[src/rtl/fifo_rd_stream.sv]
// Read-side drain stage for the async FIFO: strobes reads, absorbs the 1-cycle RAM latency,
// and streams words out through a 2-entry skid buffer. Define FIFO_RD_STATS_EN to add stall_cnt.
module fifo_rd_stream #(
   parameter int WIDTH     = 32,
   parameter int BURST_LEN = 8
) (
   input  logic                          clk,
   input  logic                          reset,
   input  logic                          fifo_empty,
   input  logic [WIDTH-1:0]              fifo_rdata,
   output logic                          fifo_rd_en,
   input  logic                          hold,
   output logic                          m_valid,
   input  logic                          m_ready,
   output logic [WIDTH-1:0]              m_data,
   output logic                          m_last,
   output logic [$clog2(BURST_LEN)-1:0]  beat_idx
`ifdef FIFO_RD_STATS_EN
   ,
   output logic [15:0]                   stall_cnt
`endif
);

   localparam int             BW       = $clog2(BURST_LEN);
   localparam logic [BW-1:0]  LAST_IDX = BW'(BURST_LEN - 1);

   logic [1:0]        r_occ;
   logic              r_inflight;
   logic [WIDTH-1:0]  r_buf [2];
   logic              r_head;
   logic              r_tail;
   logic [BW-1:0]     r_bcnt;

   logic              w_pop;
   logic [2:0]        w_level;
   logic [1:0]        w_occ_next;
   logic              w_rd_en;
   logic [BW-1:0]     w_bcnt_next;

   // Handshake, occupancy projection, read-issue decision and beat counter update.
   always_comb begin
      w_pop       = 1'b0;
      w_level     = 3'd0;
      w_occ_next  = r_occ;
      w_rd_en     = 1'b0;
      w_bcnt_next = r_bcnt;

      w_pop      = (r_occ != 2'd0) & m_ready;
      // occ + inflight - pop: words owned by this stage after the coming edge
      w_level    = {1'b0, r_occ} + {2'b00, r_inflight} - {2'b00, w_pop};
      w_occ_next = w_level[1:0];

      // reset gates the strobe so it drops the instant reset asserts
      if (reset && !fifo_empty && !hold && (w_level < 3'd2)) begin
         w_rd_en = 1'b1;
      end else begin
         w_rd_en = 1'b0;
      end

      if (w_pop) begin
         if (r_bcnt == LAST_IDX) begin
            w_bcnt_next = {BW{1'b0}};
         end else begin
            w_bcnt_next = r_bcnt + BW'(1);
         end
      end else begin
         w_bcnt_next = r_bcnt;
      end
   end

   // Control state: occupancy, in-flight flag, head/tail pointers, burst beat counter.
   always_ff @(posedge clk or negedge reset) begin
      if (!reset) begin
         r_occ      <= 2'd0;
         r_inflight <= 1'b0;
         r_head     <= 1'b0;
         r_tail     <= 1'b0;
         r_bcnt     <= {BW{1'b0}};
      end else begin
         r_occ      <= w_occ_next;
         r_inflight <= w_rd_en;
         r_bcnt     <= w_bcnt_next;
         if (r_inflight) begin
            r_tail <= ~r_tail;
         end else begin
            r_tail <= r_tail;
         end
         if (w_pop) begin
            r_head <= ~r_head;
         end else begin
            r_head <= r_head;
         end
      end
   end

   // Skid buffer storage; cleared on reset so m_data reads zero.
   always_ff @(posedge clk or negedge reset) begin
      if (!reset) begin
         for (int i = 0; i < 2; i++) begin
            r_buf[i] <= {WIDTH{1'b0}};
         end
      end else if (r_inflight) begin
         r_buf[r_tail] <= fifo_rdata;
      end else begin
         r_buf[r_tail] <= r_buf[r_tail];
      end
   end

   assign fifo_rd_en = w_rd_en;
   assign m_valid    = (r_occ != 2'd0);
   assign m_data     = r_buf[r_head];
   assign m_last     = (r_occ != 2'd0) & (r_bcnt == LAST_IDX);
   assign beat_idx   = r_bcnt;

`ifdef FIFO_RD_STATS_EN
   logic [15:0] r_stall;

   // Saturating count of cycles where a beat is offered but not accepted.
   always_ff @(posedge clk or negedge reset) begin
      if (!reset) begin
         r_stall <= 16'd0;
      end else if ((r_occ != 2'd0) && !m_ready && (r_stall != 16'hFFFF)) begin
         r_stall <= r_stall + 16'd1;
      end else begin
         r_stall <= r_stall;
      end
   end

   assign stall_cnt = r_stall;
`endif

endmodule

[config.mk]
export PLATFORM = sky130hd
export DESIGN_NAME = fifo_rd_stream
export DESIGN_NICKNAME = d
export VERILOG_FILES = /design/src/rtl/fifo_rd_stream.sv
export SDC_FILE = /design/constraint.sdc
export NUM_CORES = 1
export LEC_CHECK = 0
export ABC_CLOCK_PERIOD_IN_PS = 5250
export CAP_MARGIN = 25
export CORE_MARGIN = 2
export CORE_UTILIZATION = 30
export DETAILED_ROUTE_END_ITERATION = 12
export SYNTH_ARGS = -nofsm -noshare
export SYNTH_HDL_FRONTEND = slang
export SYNTH_SLANG_ARGS = --single-unit
[constraint.sdc]
create_clock -name clk -period 5.25 [get_ports clk]
set_input_delay 0.525 -clock clk [delete_from_list [all_inputs] [get_ports clk]]
set_output_delay 0.525 -clock clk [all_outputs]
set_load 0.05 [all_outputs]
==> results.md <==
- Status: completed
- Die height: 107 µm
- Post-CTS Setup Inserts: 0
- Synth Register Bits: 72
- CTS tree: built
- Cells on worst reg2reg path: 8
- Share of the synthesized area in the top cell type: 56.5%
- Setup crit start kind: input pin
- Final setup vio count: 0
- Overflow after GRT: 0
- Fin nets: 324
- Vias in the first global route: 2069
- Ys Warns: 0
- CTS root buffer: clkbuf_8
- CTS buffer count: 9
- Worst path required time: 4.72 ns
- DR iter-0 viols: 29
- Total Wirelength: 6230 µm
- PostCTS Resize Cnt: 0
- Drt pass-1 iters: 3
- Clock latency on the worst-skew pair: 0.33 ns
- H-tree depth: 3
- Max-Cap Viols: 0
- Fin Setup TNS: 0 ns
- Worst setup startpoint: m_ready
- Initial core utilization: 30.9%
- Die width: 107 µm
- Avg Cell Area, Syn: 15.7 µm²
- Synth area leaders: dfrtp_1 56%, mux2_2 32%, mux2_4 3.8%
- Cells after synthesis: 203
- Port-buffer cells: 74
- Clock Skew: 0.00995 ns
- Via count: 1882
- Synth unique cells: 19
- Post-route DRC: 0
- WP data arrival: 3.50 ns
- CTS sink count: 72
- Post-CTS Hold Fix Bufs: 0
- Crit end category: output port
- Final Hold Fails: 0
- Hold Crit Class: input pin to asynchronous set/reset pin
- Reg2reg setup slack: 2.85 ns
- FILL cells: 966
- Routed WL per cell: 14.8 µm
- Detailed placement HPWL: 4090 µm
- Initial antenna violation count: 0
- Die area: 11500 µm²
- Routability Congestion: 0.676
- Share of layout cells above drive strength 1: 42.0%
- Via density: 4.46
- RR Endpoint: r_inflight$_DFF_PN0_
- Rel. slew slack: 48.7%
- Diodes inserted: 0
- Min Tclk post-route: 4.02 ns
- Max Freq: 249 MHz
- Netlist Area Pre-Place: 3190 µm²
- Slack of the critical path: 1.23 ns
- Cell row count: 37
- Fin crit share: 76.6%
- Area after DPL: 4070 µm²
- First-pass GRT wire length: 10400 µm
- Crit path max fanout: 5
- RSZ-0062 raised after global routing: no
- Least-Margin Pin Slew: 0.767 ns
- GRT Util Overall: 11.8%
- Post-layout instance area: 4290 µm²
- Fin. max-slew vios: 0
- Core area: 10300 µm²
- Largest net degree at the start of global routing: 73
- Reg clk slew, reported paths: 0.07 ns
- Sequential fraction of the synthesis area: 56.5%
- DP Worst Slack: 1.17 ns
- Syn_nets: 245
- Post-DRT Antenna Nets: 0
- Top cell type by total area after synthesis: dfrtp_1
- RR Startpoint: r_occ[1]$_DFF_PN0_
- Max Buffers Root-to-Sink: 2
- Top Ports: 75
- WS Path Type: input pin to output port
- Area Growth Syn to Fin: 34.4%
## cell type report
type | instances | area [µm²] | share of cell area (%)
flip-flops and latches | 72 | 1800 | 42.0
multi-input cells | 115 | 1290 | 30.2
repair buffers | 79 | 816 | 19.0
well taps | 136 | 170 | 3.97
clock buffers | 12 | 145 | 3.39
clock inverters | 3 | 42.5 | 0.992
inverters | 5 | 18.8 | 0.438
## stage by stage
stage / utilization (%) / hold WS (ns) / instances
final: 41.5 / 0.103 / 422
after global routing: 41.5 / 0.0710 / 422
after CTS: 41.3 / 0.452 / 421
after detailed placement: 39.4 / 0.488 / 406
after global placement: 39.2 / 0.482 / 405
after floorplan: - / 0.229 / 203
## cell usage in the layout (no fill, tap or decap)
cell type | Yosys | routed
mux2_2 | 91 | 91
clkdlybuf4s50_1 | 0 | 73
dfrtp_1 | 72 | 72
clkbuf_8 | 0 | 10
mux2_4 | 8 | 8
inv_1 | 5 | 5
ha_1 | 4 | 4
buf_4 | 0 | 4
xnor2_1 | 2 | 2
clkbuf_1 | 0 | 2
buf_16 | 0 | 2
o21ai_1 | 1 | 1
nand2b_1 | 1 | 1
nor4_1 | 1 | 1
or2_2 | 1 | 1
and2_1 | 1 | 1
nand2_1 | 1 | 1
nor2b_4 | 0 | 1
nor2_1 | 1 | 1
xor2_1 | 1 | 1
fa_1 | 1 | 1
clkinvlp_4 | 0 | 1
clkinv_2 | 0 | 1
bufinv_16 | 0 | 1
## critical path, stage by stage
cell and delay, ns:
clkdlybuf4s50_1 0.39, o21ai_1 0.25, inv_1 0.09, ha_1 0.28
inv_1 0.04, ha_1 0.18, fa_1 0.44, nand2b_1 0.15
nor4_1 0.29, clkdlybuf4s50_1 0.87
## sequential cells by signal (all words and copies together), names as in the netlist
register    cells
r_inflight      1
r_head          1
r_buf          64
r_occ           2
beat_idx        3
r_tail          1
## cells by family after synthesis
family / after synthesis / share of synthesized area [%]
xor+xnor: 3 / 0.824
compound gates: 1 / 0.157
buf+inv: 16 / 3.22
mux: 99 / 35.9
flops: 72 / 56.5
simple gates: 7 / 1.22
fa+ha+maj: 5 / 2.20
## routing by layer
metal / vias up / GRT usage (%) / wire length (µm)
met5: - / 0 / 0
met3: 8 / 3.77 / 305
li1: 867 / - / -
met1: 958 / 15.4 / 2900
met2: 49 / 18.4 / 2950
met4: 0 / 4.17 / 77
## synth_stat cells
| library cell | instances |
|---|---|
| dfrtp_1 | 72 |
| buf_2 | 7 |
| or2_2 | 1 |
| mux2_2 | 91 |
| fa_1 | 1 |
| buf_8 | 1 |
| inv_1 | 5 |
| and2_1 | 1 |
| xor2_1 | 1 |
| ha_1 | 4 |
| nand2b_1 | 1 |
| buf_6 | 3 |
| nor2b_1 | 1 |
| nand2_1 | 1 |
| mux2_4 | 8 |
| o21ai_1 | 1 |
| nor2_1 | 1 |
| xnor2_1 | 2 |
| nor4_1 | 1 |
## worst max-delay path by stage
stage,to,cells after the start
after floorplan,fifo_rd_en,8
after global placement,fifo_rd_en,10
after detailed placement,fifo_rd_en,10
after CTS,fifo_rd_en,9
after global routing,fifo_rd_en,9
final,fifo_rd_en,10
Power is not shown: default switching activity piles up to over one toggle a cycle in this logic, so the estimate is an artifact.
